==> config.mk <==
export PLATFORM = sky130hd
export DESIGN_NAME = uart_ascii_rx
export DESIGN_NICKNAME = d
export VERILOG_FILES = /design/src/rtl/uart_ascii_rx.sv
export SDC_FILE = /design/constraint.sdc
export NUM_CORES = 1
export LEC_CHECK = 0
export CAP_MARGIN = 15
export CORE_MARGIN = 2
export CORE_UTILIZATION = 39
export DETAILED_ROUTE_END_ITERATION = 16
export PLACE_DENSITY = 0.64
export SYNTH_ARGS = -nofsm -noshare
export SYNTH_HDL_FRONTEND = slang
export SYNTH_SLANG_ARGS = --single-unit
==> constraint.sdc <==
create_clock -name Clk -period 3.05 [get_ports Clk]
set_input_delay 0.305 -clock Clk [delete_from_list [all_inputs] [get_ports Clk]]
set_output_delay 0.305 -clock Clk [all_outputs]
set_load 0.01 [all_outputs]
==> src/rtl/uart_ascii_rx.sv <==
// 8N1 UART receiver feeding an ASCII decoder: frames bytes from RxSerial, flags digits and framing errors.
// Latency: AsciiValid 3 cycles after the RxSerial mid-stop-bit point; no backpressure, one-cycle output pulses.
module uart_ascii_rx #(
    parameter int CLKS_PER_BIT = 434
) (
    input  logic       Clk,
    input  logic       Rst,
    input  logic       RxSerial,
    output logic [7:0] AsciiCode,
    output logic       AsciiValid,
    output logic       IsDigit,
    output logic       FrameErr
);
    localparam int CW = (CLKS_PER_BIT > 2) ? $clog2(CLKS_PER_BIT) : 1;
    localparam logic [CW-1:0] HALF = CW'((CLKS_PER_BIT - 1) / 2);
    localparam logic [CW-1:0] LAST = CW'(CLKS_PER_BIT - 1);

    typedef enum logic [2:0] {IDLE, START, DATA, STOP, WAITHIGH} state_t;

    state_t        state;
    logic          rx_meta;
    logic          rx_s;
    logic [CW-1:0] cnt;
    logic [2:0]    bit_idx;
    logic [7:0]    shreg;

    // Synchronizer resets to the idle-high line level so reset release never looks like a start edge.
    always_ff @(posedge Clk or posedge Rst) begin
        if (Rst) begin
            rx_meta <= 1'b1;
            rx_s    <= 1'b1;
        end else begin
            rx_meta <= RxSerial;
            rx_s    <= rx_meta;
        end
    end

    always_ff @(posedge Clk or posedge Rst) begin
        if (Rst) begin
            state      <= IDLE;
            cnt        <= '0;
            bit_idx    <= '0;
            shreg      <= '0;
            AsciiCode  <= 8'h00;
            AsciiValid <= 1'b0;
            IsDigit    <= 1'b0;
            FrameErr   <= 1'b0;
        end else begin
            AsciiValid <= 1'b0;
            FrameErr   <= 1'b0;
            case (state)
                IDLE: begin
                    cnt <= '0;
                    if (!rx_s) begin
                        state <= START;
                    end
                end
                START: begin
                    if (cnt == HALF) begin
                        cnt     <= '0;
                        bit_idx <= '0;
                        state   <= rx_s ? IDLE : DATA;
                    end else begin
                        cnt <= cnt + CW'(1);
                    end
                end
                DATA: begin
                    if (cnt == LAST) begin
                        cnt     <= '0;
                        shreg   <= {rx_s, shreg[7:1]};
                        bit_idx <= bit_idx + 3'd1;
                        if (bit_idx == 3'd7) begin
                            state <= STOP;
                        end
                    end else begin
                        cnt <= cnt + CW'(1);
                    end
                end
                STOP: begin
                    if (cnt == LAST) begin
                        cnt <= '0;
                        if (rx_s) begin
                            AsciiCode  <= shreg;
                            AsciiValid <= 1'b1;
                            IsDigit    <= (shreg >= 8'h30) && (shreg <= 8'h39);
                            state      <= IDLE;
                        end else begin
                            FrameErr <= 1'b1;
                            state    <= WAITHIGH;
                        end
                    end else begin
                        cnt <= cnt + CW'(1);
                    end
                end
                WAITHIGH: begin
                    cnt <= '0;
                    if (rx_s) begin
                        state <= IDLE;
                    end
                end
                default: begin
                    cnt   <= '0;
                    state <= IDLE;
                end
            endcase
        end
    end
endmodule

# After elaboration in Yosys (flattened, before gate mapping)
# Index checks and enable logic that the tools add are counted.
# word_totals
register_bits	36
latchBits	0
ramBits	0
mem_bits_ro	0
in_bits	3
output_inout_bits	11
wordCells	56
n_memories	0
# classes
add_sub_neg	2
multipliers	0
div	0
order_cmp	2
n_eq_ne	13
n_shift	0
muxes	21
bitwise	0
reduce_logical	8
# op_table
operator	n
3-bit two-way mux	9
9-bit two-way mux	2
9-bit one-hot mux with 2 select lines	1
3-bit one-hot mux with 5 select lines	1
2-bit != test, second input constant	6
9-bit by 1-bit adder with 9-bit output, second input constant	1
9-bit by 8-bit == test with 1-bit output, second input constant	1
9-bit == test, second input constant	1
8-bit by 6-bit greater-or-equal comparator with 1-bit output, second input constant	1
8-bit by 6-bit less-or-equal comparator with 1-bit output, second input constant	1
3-bit by 2-bit == test with 1-bit output, second input constant	2
3-bit == test, second input constant	2
1-bit two-way mux	6
3-bit one-hot mux with 2 select lines	1
3-bit AND reduction	2
6-bit AND reduction	1
3-bit by 1-bit adder with 3-bit output, second input constant	1
3-bit by 1-bit == test with 1-bit output, second input constant	1
3-bit logical NOT	1
2-bit two-way mux	1
2-bit AND reduction	1
2-bit nonzero test	1
2-bit OR reduction	1
1-bit logical AND	1

# Depth between registers and ports, before layout
# logic_depth
word_depth	4
mapped_depth	7
ltp_nobuf	6

# Worst setup path after synthesis
# OpenSTA, ideal clock, no wires.
# synth_timing
path_kind	reg-to-reg
start	reg cnt[0]
end	reg bit_idx[0]
setup_time_ps	125
arrival_time_ps	1796
t_required_ps	2925
slack_ps	1129
stages_incl_launch_ff	7
path_buffers	0
synth_period_minus_slack_ps	1921
cell_sequence	dfrtp_1 inv_1 ha_1 or4b_1 or3_4 o32a_1 mux2_4
# synth_via
elab_chain_len	3
word_cells_on_any_way	5
cone_classes	4 x eq/ne; 1 x reduce/logical
# synth_lines
item	line	text
start, declared	23	logic [CW-1:0] cnt;
start signal, assigned	64	cnt <= cnt + CW'(1);
start signal, assigned	76	cnt <= cnt + CW'(1);
start signal, assigned	92	cnt <= cnt + CW'(1);
9-bit == test or 9-bit by 8-bit == test with 1-bit output (tied branches)	68, 59	
2-bit != test (no source line)	n/a	
3-bit AND reduction (no source line) (*)	n/a	
end signal, assigned	71	bit_idx <= bit_idx + 3'd1;
end, declared	24	logic [2:0] bit_idx;
# Every way passes the cells marked *; elsewhere a longest branch is shown, timed or not.
# A chain may end at the register's enable or synchronous reset.

# Worst setup path in the final report
# Ends and elaborated chain as after synthesis.

==> flow_summary.toml <==
[timing]
drv_slew = 0
rsz0062_at_grt = "no"
setup_viol = 0
clock-skew-final_ns = 0.004011
slew_headroom_pct = 68.00
finalCriticalPeriod_ns = 2.032
finalCritPeriodShare_pct = 66.63
worst_slew_pin_slew_ns = 0.4785
finalSetupTns_ns = 0
timing.fmax_ghz = 0.4921
hold_viol_final = 0

[floorplan]
die_width_um = 67.71
core_area_mm2 = 0.003943
die_y_um = 67.71
ioPinCount = 14
row_count = 23
start_util_pct = 40.15
die-area_mm2 = 0.004584

[grt]
grt_pass1_wl_um = 4443
grt_overflow = 0
grt_pass1_vias = 968
grt_usage_pct = 13.35
grt_max_degree = 37
antenna_found_initial = 0

[clock_network]
clk-insertion-delay-late_ns = 0.28
cts_tree = "built"
ctsHtreeMaxLevel = 2
cts-root-buf = "clkbuf_8"
cts.sink_count = 36
cts_buffers = 5
postCtsResizedCells = 0
cts_setup_buffers = 0
holdBufCountCts = 0
path_clk_slew_ns = 0.07
ctsLongestPathBuffers = 2

[critical_path]
reg2reg_to = "bit_idx[0]"
cp.required_ns = 3.22
cp_data_arrival_time_ns = 2.20
crit_family = "simple AND/OR/NAND/NOR gates"
critical_path.slowest_cell = "dfrtp_1"
crit_chain = "inv_1 -> ha_1 -> or4b_1 -> or3_4 -> o32a_1 -> mux2_4"
r2r_cells = 6
worstSetupPathType = "register to register"
cpPeakStageDelay_ns = 0.43
end_kind = "register"
regToRegSetupSlack_ns = 1.02
crit_path_start_kind = "register"
r2r_start = "cnt[0]"
path_max_fanout = 5
cp_num_buf_inv = 1

[synth]
syn_inst = 128
synth_cell_types = 33
synth_area_mm2 = 0.001583
yosys_register_bits = 36
ys_async_sr_fraction_pct = 100.0
syn-mean-instance-area_um2 = 12.37
synth_top_area_share_pct = 53.75
synth.top_cells.by_area = "dfrtp_1, mux2_2, ha_1, nor2_1, dfstp_2"
synth_edf_count = 0
synthesis.nets = 136
yosys_warnings = 0
synthFlopType = "dfrtp_1"
synth_top_area_cell = "dfrtp_1"
ys_seq_area_share_pct = 57.08

[place]
hpwl_um = 1875
place_inst = 189
gp_congestion = 0.8786
port_buffers = 13

[route]
final_antenna_net_count = 0
drtIter0Drc = 62
via_per_inst = 4.858
drc_errors = 0
wire_per_inst_um = 13.05
dr.pass1.iters = 4
wl_um = 2570
vias = 957

[power_and_ir_drop]
p_leak_nw = 0.8597
powerDensity_mw_per_mm2 = 439.7
vdd_drop_max_v = 0.0002525

[cells_and_area]
nets = 154
drive_gt1_share_pct = 25.17
diodes = 0
fin_cells = 197
layout_commonest_cell = "dfrtp_1"
areaGrowthSynthToFinish_pct = 17.55
final_cell_mix = "dfrtp_1, mux2_2, nor2_1"

[min_path]
min_path_cells = 0
min_to = "rx_s"
holdCritPathClass = "register to register"
min_from = "rx_meta"

[outcome]
status = "finished, final reports clean"

[job]
maxCapViolations = 0
==> through the flow <==
step	hold slack, ns	instance area [um2]	worst slack [ns]	power (mW)	utilization, %
global placement	0.3491	1773	1.039	0.5043	44.97
global route	0.3597	1861	0.8686	0.8558	47.19
CTS	0.3586	1861	0.9969	0.8285	47.19
finish	0.3579	1861	1.018	0.8181	47.19
floorplan	0.3095	1583	1.129	0.4982	-
detailed placement	0.3484	1773	1.008	0.5049	44.97
==> worst max path at each step <==
stage	startpoint	end	depth (start not counted)	slack (ns)
after floorplan	cnt[0]	bit_idx[0]	6	1.13
after global placement	cnt[0]	cnt[8]	6	1.04
after detailed placement	cnt[1]	AsciiCode[1]	6	1.01
after CTS	cnt[1]	AsciiCode[1]	6	1.0
after global routing	cnt[1]	AsciiCode[2]	6	0.87
final	cnt[0]	bit_idx[0]	6	1.02
==> kinds of logic after synthesis <==
group	Yosys count	share of synthesized area, %
mux	18	12.96
xor+xnor	7	3.874
flops	36	57.08
simple gates	43	14.63
compound gates	11	5.455
fa+ha+maj	5	3.953
buf+inv	8	2.055
==> routing by layer <==
metal | vias up | share of wire, % | track usage (%)
li1 | 479 | - | -
met1 | 460 | 48 | 17.50
met2 | 14 | 48 | 19.85
met3 | 4 | 2.8 | 5.000
met4 | 0 | 1.4 | 5.357
met5 | - | 0 | 0
==> power breakdown <==
| group | internal, mW | total, mW | switching, mW |
|---|---|---|---|
| Combinational | 0.00388 | 0.0139 | 0.0101 |
| Clock | 0.159 | 0.323 | 0.165 |
| Sequential | 0.480 | 0.481 | 0.00119 |
==> registers in the layout, indices dropped and copies added, names as in the netlist <==
register / cells
IsDigit: 1
AsciiCode: 8
state: 3
rx_s: 1
AsciiValid: 1
shreg: 8
bit_idx: 3
FrameErr: 1
cnt: 9
rx_meta: 1
==> synthesized netlist by cell type, types with 4 or more instances <==
master / count
nand2_1: 8
nand3_1: 4
xnor2_1: 5
ha_1: 5
dfrtp_1: 34
inv_1: 4
nor3_1: 5
mux2_2: 16
nor2_1: 16
==> area by class of cell <==
class                           instances  area, um2
Clock inverter                          3      18.77
Multi-Input combinational cell         84      646.9
Tap cell                               50      62.56
Clock buffer                            5      68.82
Sequential cell                        36      903.4
Inverter                                4      15.01
Fill cell                             336       2082
Timing Repair Buffer                   15      145.1
Power figures use the tool's default switching activity.
